[src/rtl/video_timing_recover.sv]
// Sink-side timing recovery: rebuilds x/y coordinates from a hsync/vsync/de
// stream, measures frame geometry and reports lock once it is stable.
module video_timing_recover #(
    parameter int COUNT_WIDTH = 10,
    parameter int LOCK_FRAMES = 2
) (
    input  logic                   clk,
    input  logic                   reset,
    input  logic                   vid_hsync,
    input  logic                   vid_vsync,
    input  logic                   vid_de,
    output logic                   out_de,
    output logic [COUNT_WIDTH-1:0] out_x,
    output logic [COUNT_WIDTH-1:0] out_y,
    output logic                   frame_start,
    output logic [COUNT_WIDTH-1:0] active_width,
    output logic [COUNT_WIDTH-1:0] active_height,
    output logic [COUNT_WIDTH-1:0] h_total,
    output logic                   locked,
    output logic                   error
);

    localparam logic [COUNT_WIDTH-1:0] CMAX = '1;
    localparam logic [3:0] LOCK_N = 4'(LOCK_FRAMES);

    typedef enum logic [1:0] {
        IDLE,
        ACQUIRE,
        LOCKED
    } state_t;

    state_t state, state_n;

    logic [COUNT_WIDTH-1:0] pix_cnt, line_cnt, first_w, hcnt;
    logic [COUNT_WIDTH-1:0] cand_w, cand_h, cand_w_n, cand_h_n;
    logic [3:0] match_cnt, match_cnt_n;
    logic de_prev, frame_bad, sat_line, hs_valid, vs_seen;

    logic [COUNT_WIDTH-1:0] pix_next, line_next, line_w, frame_w;
    logic pix_sat, line_end, line_sat, w_bad, bad_now;
    logic consistent, hit, lock_loss, sat_err;

    always_comb begin
        pix_sat   = vid_de && (pix_cnt == CMAX);
        pix_next  = (vid_de && !pix_sat) ? pix_cnt + 1'b1 : pix_cnt;
        // vsync during de closes the line with this cycle's pixel included
        line_end  = (de_prev && !vid_de) || (vid_vsync && vid_de);
        line_w    = pix_next;
        line_sat  = line_end && (line_cnt == CMAX);
        line_next = (line_end && !line_sat) ? line_cnt + 1'b1 : line_cnt;
        w_bad     = line_end && (line_cnt != '0) && (line_w != first_w);
        frame_w   = (line_cnt == '0) ? line_w : first_w;
        bad_now   = frame_bad || pix_sat || line_sat || w_bad
                    || (vid_vsync && vid_de);
        consistent = vid_vsync && !bad_now && (line_next != '0);
        hit       = consistent && (frame_w == cand_w)
                    && (line_next == cand_h);
        sat_err   = pix_sat && !sat_line;
    end

    always_comb begin
        state_n     = state;
        cand_w_n    = cand_w;
        cand_h_n    = cand_h;
        match_cnt_n = match_cnt;
        lock_loss   = 1'b0;
        if (vid_vsync) begin
            unique case (state)
                IDLE: state_n = ACQUIRE;
                ACQUIRE: begin
                    if (hit) begin
                        match_cnt_n = match_cnt + 4'd1;
                    end else if (consistent) begin
                        cand_w_n    = frame_w;
                        cand_h_n    = line_next;
                        match_cnt_n = 4'd1;
                    end else begin
                        match_cnt_n = 4'd0;
                    end
                    if (match_cnt_n >= LOCK_N) state_n = LOCKED;
                end
                LOCKED: begin
                    if (!hit) begin
                        lock_loss = 1'b1;
                        state_n   = ACQUIRE;
                        if (consistent) begin
                            cand_w_n    = frame_w;
                            cand_h_n    = line_next;
                            match_cnt_n = 4'd1;
                        end else begin
                            match_cnt_n = 4'd0;
                        end
                    end
                end
                default: state_n = IDLE;
            endcase
        end
    end

    always_ff @(posedge clk) begin
        if (reset) begin
            state     <= IDLE;
            cand_w    <= '0;
            cand_h    <= '0;
            match_cnt <= '0;
            locked    <= 1'b0;
        end else begin
            state     <= state_n;
            cand_w    <= cand_w_n;
            cand_h    <= cand_h_n;
            match_cnt <= match_cnt_n;
            locked    <= (state_n == LOCKED);
        end
    end

    always_ff @(posedge clk) begin
        if (reset) begin
            de_prev       <= 1'b0;
            pix_cnt       <= '0;
            line_cnt      <= '0;
            first_w       <= '0;
            frame_bad     <= 1'b0;
            sat_line      <= 1'b0;
            out_de        <= 1'b0;
            out_x         <= '0;
            out_y         <= '0;
            frame_start   <= 1'b0;
            active_width  <= '0;
            active_height <= '0;
            error         <= 1'b0;
        end else begin
            de_prev     <= vid_de && !vid_vsync;
            out_de      <= vid_de;
            out_x       <= vid_de ? pix_cnt : '0;
            out_y       <= vid_de ? line_cnt : '0;
            frame_start <= vid_vsync;
            error       <= sat_err || (vid_vsync && vid_de) || lock_loss;
            sat_line    <= line_end ? 1'b0 : (sat_line || pix_sat);
            pix_cnt     <= (line_end || vid_vsync) ? '0 : pix_next;
            line_cnt    <= vid_vsync ? '0 : line_next;
            frame_bad   <= vid_vsync ? 1'b0 : bad_now;
            if (line_end && (line_cnt == '0)) first_w <= line_w;
            // the partial frame seen from IDLE is never measured
            if (consistent && (state != IDLE)) begin
                active_width  <= frame_w;
                active_height <= line_next;
            end
        end
    end

    always_ff @(posedge clk) begin
        if (reset) begin
            hcnt     <= '0;
            hs_valid <= 1'b0;
            vs_seen  <= 1'b0;
            h_total  <= '0;
        end else if (vid_hsync) begin
            if (hs_valid && !vs_seen && !vid_vsync && (hcnt != CMAX))
                h_total <= hcnt + 1'b1;
            hcnt     <= '0;
            hs_valid <= 1'b1;
            vs_seen  <= 1'b0;
        end else begin
            if (hcnt != CMAX) hcnt <= hcnt + 1'b1;
            if (vid_vsync) vs_seen <= 1'b1;
        end
    end

endmodule

[config.mk]
export PLATFORM = sky130hd
export DESIGN_NAME = video_timing_recover
export DESIGN_NICKNAME = d
export VERILOG_FILES = /design/src/rtl/video_timing_recover.sv
export SDC_FILE = /design/constraint.sdc
export NUM_CORES = 1
export LEC_CHECK = 0
export CORE_ASPECT_RATIO = 0.8
export CORE_MARGIN = 3
export CORE_UTILIZATION = 35
export CTS_BUF_LIST = sky130_fd_sc_hd__clkbuf_8
export CTS_CLUSTER_DIAMETER = 120
export DETAILED_ROUTE_END_ITERATION = 12
export PLACE_DENSITY = 0.55
export SLEW_MARGIN = 15
export SYNTH_ARGS = -nofsm -noshare
export SYNTH_HDL_FRONTEND = slang
export SYNTH_SLANG_ARGS = --single-unit
[constraint.sdc]
create_clock -name clk -period 3.6 [get_ports clk]
set_input_delay 0.72 -clock clk [delete_from_list [all_inputs] [get_ports clk]]
set_output_delay 0.72 -clock clk [all_outputs]
set_load 0.05 [all_outputs]
==> reports/metrics.cfg, run 1 <==
[place]
port_buffers = 58
hpwlAfterDp_microns = 11900
placed_area_sq_um = 7180
place.gp.congestion = 0.899

[sta]
post-route-period-util_pct = 93.8
fin_crit_ns = 3.38
clock.fmax_mhz = 296
slew_headroom_pct = 57.3
worst_pin_slew_ns = 0.634
rsz0062_at_grt = false
fin_worst_skew_ns = 0.00999
setup_viol = 0
fin_tns_setup_ns = 0
maxSlewViolCount = 0
hold_viol_final = 0

[worst_hold_path]
hp-class = flop to flop
hold-path-cell-count = 2

[yosys]
syn_area_per_cell_sq_um = 8.74
yosysTopAreaCellShare_pct = 41.2
synthTopCellsByArea = dfxtp_1, nor2_1, a21oi_1, xnor2_1, xor2_1
ys_seq_area_share_pct = 41.2
yosys.cell_types.count = 66
synthTopCellsByCount = dfxtp_1, nor2_1, a21oi_1
synth_cells = 694
synth_area_sq_um = 6070
netlist.top_cell.by_area = dfxtp_1
synth_edf_count = 0
synth-async-reset-ratio_pct = 0
ys_ff_latch = 125
post-synth-top-count-cell = dfxtp_1
synth_ff_type = dfxtp_1
ys_warn_count = 0
syn_nets = 708

[die]
io_pins = 59
core_area_sq_um = 16800
dieArea_sq_um = 19000
die_x_microns = 153
row_count = 42
initial_core_util_pct = 36.2
fp.dieH_microns = 124

[setup_path]
critical_path.endpoint_type = flop
required_ns = 3.95
path_class = flop to flop
regToRegSetupSlack_ns = 0.22
startpoint = pix_cnt[0]$_SDFF_PP0_
arrival_ns = 3.73
reg2reg_depth = 12
r2r_start = pix_cnt[0]$_SDFF_PP0_
cp_max_fo = 12
endpoint = cand_w[6]$_SDFFE_PP0P_
startpoint_type = flop
timing.rr.end = cand_w[6]$_SDFFE_PP0P_

[power]
power_per_cell_area_nw_per_um2 = 397
power.leakage_uw = 0.00277
ir_worst_vdd_v = 0.000239

[clock_tree]
clock-root-buffer = clkbuf_8
max-clock-path-buffers = 2
clock_sinks = 125
h-tree-depth = 4
insertion_delay_ns = 0.45
numCtsBuffers = 17
cts_setup_buffers = 0
cts_tree = yes
path_clk_slew_ns = 0.08
postCtsHoldBufs = 0
cts_resized = 0

[final_layout]
layout-drive-gt1-share_pct = 16.8
area_growth_pct = 25.2
n_antenna_cell = 0
nets = 799
post-route-cell-area_sq_um = 7590

[route]
ant_nets = 0
wirelength_microns = 16400
wl_per_cell_microns = 16.1
vias_per_cell = 5.21
dr.pass1.iters = 5
drt_iter0_markers = 447
drc_errors = 0
num_vias = 5301

[grt]
grt_pass1_wl_microns = 26700
grt_pass1_vias = 5039
grt_max_degree = 44
grt_overflow_total = 0
track_usage_pct = 17.7
antenna_found_initial = 0

[status]
status = finished clean

[flow_run]
maxCapViolCount = 0

-- area by class of cell --
type / instances / area, sq um
Fill cell: 1659 / 9170
Timing Repair Buffer: 118 / 1080
Clock inverter: 13 / 139
Multi-Input combinational cell: 503 / 3260
Sequential cell: 125 / 2500
Inverter: 20 / 75.1
Clock buffer: 19 / 262
Tap cell: 220 / 275
-- kinds of logic (layout without fill, tap and decap cells) --
kind of cell / count (synthesis) / after routing / synth area share [%]
multiplexers: 23 / 23 / 3.96
XOR/XNOR: 50 / 50 / 7.59
AO/OA/AOI/OAI: 156 / 156 / 18.4
AND/OR/NAND/NOR: 265 / 265 / 21.9
adder cells (fa/ha/maj): 9 / 9 / 1.86
buffers and inverters: 66 / 170 / 5.09
flip-flops: 125 / 125 / 41.2
-- where the power goes --
group | switching [uW] | internal, uW | total [uW]
logic | 212 | 132 | 344
registers | 19.8 | 1410 | 1430
clock network | 588 | 654 | 1240
total | 820 | 2190 | 3010
-- worst min path at each step --
stage | startpoint | end | slack [ns]
final | sat_line$_SDFF_PP0_ | sat_line$_SDFF_PP0_ | 0.46
after detailed placement | sat_line$_SDFF_PP0_ | sat_line$_SDFF_PP0_ | 0.46
after global placement | sat_line$_SDFF_PP0_ | sat_line$_SDFF_PP0_ | 0.45
after floorplan | sat_line$_SDFF_PP0_ | sat_line$_SDFF_PP0_ | 0.44
after global routing | sat_line$_SDFF_PP0_ | sat_line$_SDFF_PP0_ | 0.49
after CTS | sat_line$_SDFF_PP0_ | sat_line$_SDFF_PP0_ | 0.47
-- per-stage QoR --
stage | hold slack (ns) | setup slack [ns] | utilization, % | instances | power (uW)
2_1_floorplan | 0.436 | 0.571 | - | 694 | 1680
3_3_place_gp | 0.446 | -0.253 | 42.9 | 986 | 1790
3_5_place_dp | 0.456 | -0.289 | 42.9 | 986 | 1800
4_1_cts | 0.467 | 0.183 | 45.2 | 1018 | 3050
5_1_grt | 0.494 | 0.0202 | 45.3 | 1018 | 3150
6_report | 0.462 | 0.225 | 45.3 | 1018 | 3010
-- routing by layer --
layer  share of wire [%]  up-vias  track usage [%]  wire length (microns)
li1                    -     2627                -                      -
met5                   0        -                0                      0
met1                  51     2506             25.3                   8420
met2                  42      152             26.6                   6960
met4                0.85        0             5.29                    140
met3                 5.4       16             4.41                    888
-- registers in the layout (all words and copies together) (netlist names), 2 cells and up --
signal and cells:
state 2, first_w 10, active_width 10, line_cnt 10, match_cnt 4, cand_w 10
out_x 10, out_y 10, pix_cnt 10, cand_h 10, h_total 10, hcnt 10
active_height 10
-- critical path, cell delays in order, from the launching register on --
cell and delay (ns):
dfxtp_1 0.33, ha_1 0.32, nand4_4 0.24, o31ai_2 0.40
xor2_1 0.14, a2111oi_0 0.48, nand4_1 0.21, o31ai_4 0.31
buf_4 0.17, and3_1 0.23, buf_12 0.15, a21oi_1 0.07
a211oi_1 0.23
-- cells in the final DEF (no fill, tap or decap), drive strengths merged, types with 23 or more instances in the layout --
cell / n
dfxtp: 125
nor2: 98
buf: 61
a21oi: 58
clkdlybuf4s50: 57
nand2: 42
nand3: 35
a211oi: 35
and2: 30
xnor2: 26
xor2: 23
o21ai: 23
inv: 23
Note: power is estimated with default switching activity, not from simulation.
==> run 2, diff against run 1 <==
--- a/config.mk
+++ b/config.mk
@@ -12,6 +12,7 @@
 export CTS_CLUSTER_DIAMETER = 120
 export DETAILED_ROUTE_END_ITERATION = 12
 export PLACE_DENSITY = 0.55
+export RECOVER_POWER = 50
 export SLEW_MARGIN = 15
 export SYNTH_ARGS = -nofsm -noshare
 export SYNTH_HDL_FRONTEND = slang
==> run 2 against run 1 <==
  * Critical path type is now primary input to flop
  * Non-clock buffer count unchanged
  * Critical endpoint unchanged
  * Count of clock-buffer cells in the layout stayed put
  * First-iteration DRC count is 12% lower
  * Final cell count unchanged
  * Largest power group unchanged
  * Wire length barely moved
  * Global-route usage unchanged
  * Setup slack improved by 0.0018 ns
  * Clock skew about the same
  * Via count up 0.25%
==> reports/metrics.cfg, run 2 (synthesized netlist as in run 1, its figures left out) <==
[grt]
grt_overflow_total = 0
grt_pass1_wl_microns = 26700
grt_pass1_vias = 5039
antenna_found_initial = 0
track_usage_pct = 17.7
grt_max_degree = 44

[clock_tree]
clock_sinks = 125
insertion_delay_ns = 0.45
cts_resized = 0
postCtsHoldBufs = 0
cts_setup_buffers = 0
numCtsBuffers = 17
path_clk_slew_ns = 0.08
cts_tree = yes
h-tree-depth = 4
clock-root-buffer = clkbuf_8
max-clock-path-buffers = 2

[sta]
fin_crit_ns = 3.37
fin_tns_setup_ns = 0
maxSlewViolCount = 0
clock.fmax_mhz = 296
fin_worst_skew_ns = 0.0104
hold_viol_final = 0
post-route-period-util_pct = 93.7
fin_ws_ns = 0.227
slew_headroom_pct = 42.4
rsz0062_at_grt = false
setup_viol = 0
worst_pin_slew_ns = 0.864

[power]
power_per_cell_area_nw_per_um2 = 398
power.leakage_uw = 0.00285
ir_worst_vdd_v = 0.000239

[flow_run]
maxCapViolCount = 0

[die]
io_pins = 59
dieArea_sq_um = 19000
fp.dieH_microns = 124
initial_core_util_pct = 36.2
die_x_microns = 153
core_area_sq_um = 16800
row_count = 42

[setup_path]
startpoint_type = primary input
path_class = primary input to flop
r2r_start = pix_cnt[0]$_SDFF_PP0_
reg2reg_depth = 12
timing.rr.end = cand_w[6]$_SDFFE_PP0P_
arrival_ns = 3.73
required_ns = 3.95
startpoint = vid_de
endpoint = cand_w[6]$_SDFFE_PP0P_
cp_max_fo = 12
regToRegSetupSlack_ns = 0.26
critical_path.endpoint_type = flop

[route]
drt_iter0_markers = 393
drc_errors = 0
dr.pass1.iters = 5
vias_per_cell = 5.22
wirelength_microns = 16400
num_vias = 5314
wl_per_cell_microns = 16.1
ant_nets = 0

[worst_hold_path]
hp-class = flop to flop

[final_layout]
layout-drive-gt1-share_pct = 15.7
nets = 799
multiInputGateArea_sq_um = 3260
seq_area_sq_um = 2500
layout_commonest_cell = dfxtp_1
area_growth_pct = 24.7
n_antenna_cell = 0
fillers = 1665
layout_common_cells = dfxtp_1, nor2_1, a21oi_1

[place]
pre_cts_slack_ns = -0.289
hpwlAfterDp_microns = 11900
port_buffers = 58
place.gp.congestion = 0.899

[status]
status = finished clean

-- run 2: layout make-up --
| cell class | count | share of cell area (%) |
|---|---|---|
| clock inverter | 13 | 1.84 |
| clock buffer | 19 | 3.46 |
| sequential | 125 | 33.1 |
| inverter | 20 | 0.992 |
| timing repair buffer | 118 | 13.9 |
| multi-input combinational | 503 | 43.1 |
| tap | 220 | 3.64 |
-- run 2: worst min-delay path by stage --
| stage | startpoint | slack [ns] | depth (start not counted) | end |
|---|---|---|---|---|
| 2_1_floorplan | sat_line$_SDFF_PP0_ | 0.44 | 2 | sat_line$_SDFF_PP0_ |
| 3_3_place_gp | sat_line$_SDFF_PP0_ | 0.45 | 2 | sat_line$_SDFF_PP0_ |
| 3_5_place_dp | sat_line$_SDFF_PP0_ | 0.46 | 2 | sat_line$_SDFF_PP0_ |
| 4_1_cts | sat_line$_SDFF_PP0_ | 0.47 | 2 | sat_line$_SDFF_PP0_ |
| 5_1_grt | sat_line$_SDFF_PP0_ | 0.49 | 2 | sat_line$_SDFF_PP0_ |
| 6_report | sat_line$_SDFF_PP0_ | 0.46 | 2 | sat_line$_SDFF_PP0_ |
-- run 2: per-layer routing --
metal	track usage, %	share of wire (%)	up-vias
met5	0	0	-
met4	5.29	0.91	0
met3	4.41	5.4	13
met2	26.6	42	147
met1	25.3	52	2525
li1	-	-	2629
-- run 2: critical path, cell delays in order --
cell             delay (ns)
clkdlybuf4s50_1        0.52
buf_4                  0.16
buf_4                  0.19
clkbuf_1               0.24
a211oi_1               0.12
a2111oi_0              0.42
nand4_1                0.21
o31ai_4                0.31
buf_4                  0.17
and3_1                 0.22
buf_12                 0.15
a21oi_1                0.07
a211oi_1               0.23
-- run 2: stage by stage --
step	util [%]	power, uW	instance area (sq um)	hold slack (ns)	instances
6_report	45.1	3010	7570	0.463	1018
5_1_grt	45.1	3150	7570	0.494	1018
4_1_cts	45.2	3050	7580	0.467	1018
3_5_place_dp	42.9	1800	7180	0.456	986
3_3_place_gp	42.9	1790	7180	0.446	986
2_1_floorplan	-	1680	6070	0.436	694
-- run 2: report_power, final --
group / internal (uW) / leakage, uW / switching (uW) / total (uW)
combinational: 129 / 0.00164 / 212 / 341
clock: 654 / 0.000203 / 589 / 1240
sequential: 1410 / 0.00101 / 19.6 / 1430
total: 2190 / 0.00285 / 821 / 3010
